## config.mk

```make
export PLATFORM = sky130hd
export DESIGN_NAME = memory_bank
export DESIGN_NICKNAME = d
export VERILOG_FILES = /design/src/rtl/memory_bank.sv
export SDC_FILE = /design/constraint.sdc
export NUM_CORES = 1
export LEC_CHECK = 0
export BUFFER_PORTS_ARGS = -buffer_cell sky130_fd_sc_hd__buf_2
export CORE_MARGIN = 2
export CORE_UTILIZATION = 59
export DETAILED_ROUTE_END_ITERATION = 10
export PLACE_DENSITY = 0.8
export REMOVE_ABC_BUFFERS = 1
export SYNTH_ARGS = -nofsm -noshare
export SYNTH_HDL_FRONTEND = slang
export SYNTH_SLANG_ARGS = --single-unit
```

## constraint.sdc

```tcl
create_clock -name clk -period 3.6 [get_ports clk]
set_input_delay 0.72 -clock clk [delete_from_list [all_inputs] [get_ports clk]]
set_output_delay 0.72 -clock clk [all_outputs]
set_load 0.03 [all_outputs]
```

## src/rtl/memory_bank.sv

```systemverilog
// memory_bank: DEPTH x WIDTH register-file storage with a synchronous write
// port, a registered read port with valid strobe, and a sequenced clear that
// zeroes one word per cycle while busy is high.
module memory_bank #(
  parameter int WIDTH  = 4,
  parameter int DEPTH  = 16,
  parameter int ADDR_W = 4
) (
  input  logic              clk,
  input  logic              rst,
  input  logic              wr_en,
  input  logic [ADDR_W-1:0] wr_addr,
  input  logic [WIDTH-1:0]  wr_data,
  input  logic              rd_en,
  input  logic [ADDR_W-1:0] rd_addr,
  output logic [WIDTH-1:0]  rd_data,
  output logic              rd_valid,
  input  logic              clr_req,
  output logic              busy,
  output logic              clr_done,
  output logic              drop,
  output logic              addr_err
);

  // One extra bit so DEPTH == 2**ADDR_W still compares correctly.
  localparam logic [ADDR_W:0]   DEPTH_X  = (ADDR_W + 1)'(DEPTH);
  localparam logic [ADDR_W-1:0] LAST_PTR = ADDR_W'(DEPTH - 1);

  typedef enum logic {
    IDLE,
    CLEAR
  } state_t;

  state_t            state;
  logic [ADDR_W-1:0] ptr;
  logic [WIDTH-1:0]  mem [DEPTH];

  logic wr_in_range;
  logic rd_in_range;
  logic bypass_hit;

  assign wr_in_range = ({1'b0, wr_addr} < DEPTH_X);
  assign rd_in_range = ({1'b0, rd_addr} < DEPTH_X);
  // A same-cycle write to the read address forwards the new data, unless a
  // clear request in the same cycle discards that write.
  assign bypass_hit  = wr_en && !clr_req && (wr_addr == rd_addr);

  // Storage, clear-sweep FSM and all registered status outputs.
  always_ff @(posedge clk or negedge rst) begin
    if (!rst) begin
      state    <= IDLE;
      ptr      <= '0;
      rd_data  <= '0;
      rd_valid <= 1'b0;
      busy     <= 1'b0;
      clr_done <= 1'b0;
      drop     <= 1'b0;
      addr_err <= 1'b0;
      for (int i = 0; i < DEPTH; i++) begin
        mem[i] <= '0;
      end
    end else begin
      rd_valid <= 1'b0;
      clr_done <= 1'b0;
      drop     <= 1'b0;
      addr_err <= 1'b0;

      case (state)
        IDLE: begin
          // A read is serviced even alongside a clear request, using the
          // contents as they stand before the sweep starts.
          if (rd_en) begin
            rd_valid <= 1'b1;
            if (rd_in_range) begin
              rd_data <= bypass_hit ? wr_data : mem[rd_addr];
            end else begin
              rd_data  <= '0;
              addr_err <= 1'b1;
            end
          end

          if (clr_req) begin
            state <= CLEAR;
            ptr   <= '0;
            busy  <= 1'b1;
            if (wr_en) begin
              drop <= 1'b1;
            end
          end else if (wr_en) begin
            if (wr_in_range) begin
              mem[wr_addr] <= wr_data;
            end else begin
              addr_err <= 1'b1;
            end
          end
        end

        CLEAR: begin
          mem[ptr] <= '0;
          if (wr_en || rd_en) begin
            drop <= 1'b1;
          end
          if (ptr == LAST_PTR) begin
            state    <= IDLE;
            ptr      <= '0;
            busy     <= 1'b0;
            clr_done <= 1'b1;
          end else begin
            ptr <= ptr + ADDR_W'(1);
          end
        end

        default: begin
          state <= IDLE;
          ptr   <= '0;
          busy  <= 1'b0;
        end
      endcase
    end
  end

endmodule

```

== Word-level counts from Yosys, hierarchy flattened ==
Index checks and enable logic that the tools add are counted.
Widths: inputs -> output; s select.

* Add/sub/neg operators: 1
* Order comparisons: 5
* Equal/unequal tests: 6
* Mux-type cells: 29
* Bitwise operators: 6
* Reduce and logical (&&, ||, !) cells: 9

{| class="wikitable"
|+ Operator list
! operator !! count
|-
| $mux 64 || 2
|-
| $pmux 64 s2 || 1
|-
| $and 64x64->64 || 1
|-
| $bwmux 64 || 1
|-
| $not 64->64 || 1
|-
| $demux 4 s4 || 2
|-
| $mux 4 || 7
|-
| $bmux 4 s4 || 1
|-
| $ge 5x5->1 const B || 3
|-
| $not 4->5 || 3
|-
| $mux 1 || 11
|-
| $lt 5x1->1 const B || 2
|-
| $pmux 4 s2 || 1
|-
| $ne 2x2->1 const B || 3
|-
| $pmux 1 s2 || 3
|-
| $reduce_and 2->1 || 3
|-
| $add 4x1->4 const B || 1
|-
| $eq 4x4->1 || 1
|-
| $eq 4x4->1 const B || 1
|-
| $logic_and 1x1->1 || 4
|-
| $ne 2x1->1 const B || 1
|-
| $logic_not 1->1 || 1
|-
| $logic_or 1x1->1 || 1
|-
| $not 1->1 || 1
|}

* Register bits: 77
* Input port bits: 17
* Output and inout bits: 9

== Depth between registers and ports, before layout ==
* Depth in word-level cells: 9
* Gate-level depth with buffers: 6
* Gate-level depth less buffers: 6

== Worst setup path after synthesis ==
No wires, ideal clock.

* Path kind: input port to flip-flop
* From: input port rd_addr[3]
* To: register rd_data[0]
* Library setup time: 0.133 ns
* Arrival: 1.781 ns
* Path slack: 1.686 ns
* Stages on the path: 5
* Buffers on the path: 1
* Cells stage by stage: buf_4 mux4_2 mux2_2 nand2_1 a31oi_1

* Word-level cells in the longest chain between the ends: 5
* Elaborated cells between the ends (all ways): 7
* Classes of those cells: eq/ne: 1; mux: 4; bitwise: 1; reduce/logical: 1

{| class="wikitable"
|+ RTL lines
! item !! line !! RTL
|-
| from (decl) || 15 || <nowiki>input logic [ADDR_W-1:0] rd_addr,</nowiki>
|-
| $not 4->5 (implied by the code) || 75 || <nowiki>rd_data <= bypass_hit ? wr_data : mem[rd_addr];</nowiki>
|-
| $bmux 4 s4 || 75 ||
|-
| $mux 4 (implied by the code) (2 in series) || 75 ||
|-
| $mux 4 (*) || 75 ||
|-
| to (signal assigned) || 75 ||
|-
| to (decl) || 16 || <nowiki>output logic [WIDTH-1:0] rd_data,</nowiki>
|}

Every way passes the cells marked *; elsewhere a longest branch is shown, timed or not. The select of a mux whose other input is x is not followed.
A chain may end at the register's enable or synchronous reset.

== Final worst setup path ==
* From: register state
* To: register mem[5] (netlist bit)

* Word-level cells in the longest chain between the ends: 3
* Elaborated cells between the ends (all ways): 5
* Classes of those cells: eq/ne: 2; mux: 1; bitwise: 1; reduce/logical: 1

{| class="wikitable"
|+ RTL lines
! item !! line !! RTL
|-
| from (decl) || 34 || <nowiki>state_t state;</nowiki>
|-
| from (signal assigned) || 51 || <nowiki>state <= IDLE;</nowiki>
|-
| from (signal assigned) || 83 || <nowiki>state <= CLEAR;</nowiki>
|-
| from (signal assigned) || 104 || <nowiki>state <= IDLE;</nowiki>
|-
| $not 1->1 (no source line) || n/a ||
|-
| $ne 2x2->1 (no source line) || n/a ||
|-
| $reduce_and 2->1 (no source line) || n/a ||
|-
| to (signal, indexed assignment) || 91 || <nowiki>mem[wr_addr] <= wr_data;</nowiki>
|-
| to (decl) || 36 || <nowiki>logic [WIDTH-1:0] mem [DEPTH];</nowiki>
|}

Several ways; a longest one is shown, not always the timed one.

==> flow_summary.ini <==
[outcome]
status = finished, final reports clean

[cells_and_area]
syn2layout_area_growth_pct = 8.296
nets = 435
antenna_cells = 0
fillers = 476
final_area_um2 = 4263
utilization = 0.6675
drive_gt1_frac = 0.1527

[setup_path]
path_cells = buf_4 -> nor4b_2 -> nand4_1 -> nand3_1 -> o21ai_0
crit_arrival_ps = 2350
rr_startpoint = state
cpPeakStageDelay_ps = 520
crit_required_ps = 3820
cpMaxStageDelayCell = dfrtp_1
worstPathMaxFanout = 14
cp_top_family = simple AND/OR/NAND/NOR gates
worstSetupPathType = flip-flop to flip-flop
reg2reg_to = mem[5]
endpoint = mem[5]
startpoint = state
path_depth = 5
rr_worst_depth = 5
crit_buf_inv = 1
r2r_slack_ps = 1470
cp-end-kind = flip-flop
cp-start-kind = flip-flop

[global_route]
track_usage = 0.2853
grt_pass1_wl_um = 15690
grt_max_degree = 78
grt_remaining_overflow = 0
antenna_found_initial = 0
grt_pass1_vias = 3072

[route]
wl_per_cell_um = 19.65
drcViolationCount = 0
wl_um = 9744
num_vias = 3243
drt_pass1_iterations = 5
drt_iter0_markers = 282
ant_nets = 0
vias_per_cell = 6.538

[clock_tree]
clk_pin_slew_ps = 80
cts_buffer_depth = 2
cts_tree = built
numCtsBuffers = 9
clock_latency_ps = 360
cts_root_buf = clkbuf_8
postCtsSetupBuffers = 0
cts_hold_buf = 0
ctsHtreeMaxLevel = 3
ctsResizeCount = 0
cts_sinks = 77

[die]
core_region_area_um2 = 6386
initial_core_util = 0.6164
rows = 29
dieArea_um2 = 7341
io_pins = 26
chipWidth_um = 85.68
die_y_um = 85.68

[timing]
period_share = 0.5912
clock_skew_ps = 8.940
fmax_mhz = 469.9
finalSetupTns_ps = 0
final_max_slew_viol_count = 0
hold_viol_final = 0
whs_ps = 496.9
rsz0062_at_grt = false
worstMarginPinSlew_ps = 953.5
final.min_clock_period_ps = 2128
slew-limit-headroom = 0.3643
setup-violations-final = 0
fin_ws_ps = 1472

[synthesis]
synth-seq-cells = 77
synth_area_leader_cell = dfrtp_1
avgSynthCellArea_um2 = 9.743
synthCells = 404
yosysWarnings = 0
synth_area_um2 = 3936
synth_edf_count = 0
netlist.area_leader.share = 0.4895
yosysMostFrequentCell = nand2_1
async_flop_share = 1.000
ys_seq_area_frac = 0.4895
yosys-top-cells-count = nand2_1, dfrtp_1, o21ai_0
synth_ff_type = dfrtp_1
synth.area.top_cells = dfrtp_1, o21ai_0, nand2_1, mux4_2, nand3_1
synth_cell_types = 38

[place]
placed_area_um2 = 4038
dp_hpwl_um = 6895
io_buffers = 24
dp_slack_ps = 1220
gp_congestion = 0.9072

[power]
vdd_drop_max_uv = 375.0
p_leak_nw = 1.873
power.density_nw_per_um2 = 663.3

[worst_hold_path]
min_path_type = primary input to asynchronous set/reset pin

[flow_run]
cap_violations = 0
==> layout make-up <==
type	instances	area, µm²	area share
clock buffers	12	155.1	0.03640
inverters	9	33.78	0.007925
flip-flops and latches	77	1927	0.4520
repair buffers	25	130.1	0.03053
well taps	77	96.34	0.02260
clock inverters	4	70.07	0.01644
multi-input cells	292	1851	0.4341
==> placed cells by master (no fill, tap or decap), types with 3 or more instances in the layout <==
master / instances
mux4_2: 12
inv_1: 9
mux2_2: 4
nor2b_1: 8
nand3_1: 51
mux2i_1: 9
ha_1: 4
a31oi_1: 8
o21ai_0: 67
buf_2: 23
clkbuf_8: 11
o211ai_1: 4
nand4_1: 6
and3b_1: 3
nor2_1: 5
dfrtp_1: 77
o41ai_1: 4
nand2b_1: 6
nand2_1: 81
xnor2_1: 4
==> worst reg2reg max path, stage by stage, from the launching register on <==
cell,delay [ps]
dfrtp_1,520
buf_4,260
nor4b_2,500
nand4_1,370
nand3_1,230
o21ai_0,120
==> metrics by stage <==
step | total power (W) | cells
after global placement | 0.002048 | 480
after CTS | 0.002820 | 496
final | 0.002827 | 496
after floorplan | 0.001795 | 378
after detailed placement | 0.002087 | 480
after global routing | 0.002971 | 496
==> flip-flops by register name, indices dropped and copies added (netlist names) <==
register	flops
rd_valid	1
mem	64
busy	1
state	1
rd_data	4
drop	1
ptr	4
clr_done	1
==> report_power, final <==
group          switching, W  internal, W  total, W
Sequential         0.000205      0.00111   0.00131
Combinational      0.000468     0.000307  0.000775
Clock              0.000314     0.000426  0.000740
Total              0.000987      0.00184   0.00283
==> cell families (layout without fill, tap and decap cells) <==
logic type | after synthesis | after routing | synth area share
other | 1 | 1 | 0.0009527
XOR/XNOR | 5 | 5 | 0.01112
AND/OR/NAND/NOR | 169 | 169 | 0.2196
multiplexers | 25 | 25 | 0.1030
AO/OA/AOI/OAI | 88 | 88 | 0.1227
adder cells (fa/ha/maj) | 4 | 4 | 0.01272
flip-flops | 77 | 77 | 0.4895
buffers and inverters | 35 | 50 | 0.04037
==> worst min path at each step <==
| stage | slack, ps | from | end | depth (start not counted) |
|---|---|---|---|---|
| after floorplan | 420 | rst | busy | 0 |
| after global placement | 470 | busy | busy | 2 |
| after detailed placement | 480 | busy | busy | 2 |
| after CTS | 500 | busy | busy | 2 |
| after global routing | 530 | busy | busy | 2 |
| final | 500 | rst | mem[47] | 1 |
==> layer usage <==
metal,vias to the layer above,global-route usage,share of wire
li1,1455,-,-
met1,1582,0.3937,0.41
met2,174,0.4325,0.47
met3,32,0.06930,0.094
met4,0,0.1270,0.030
met5,-,0,0
(Power assumes the default switching activity.)
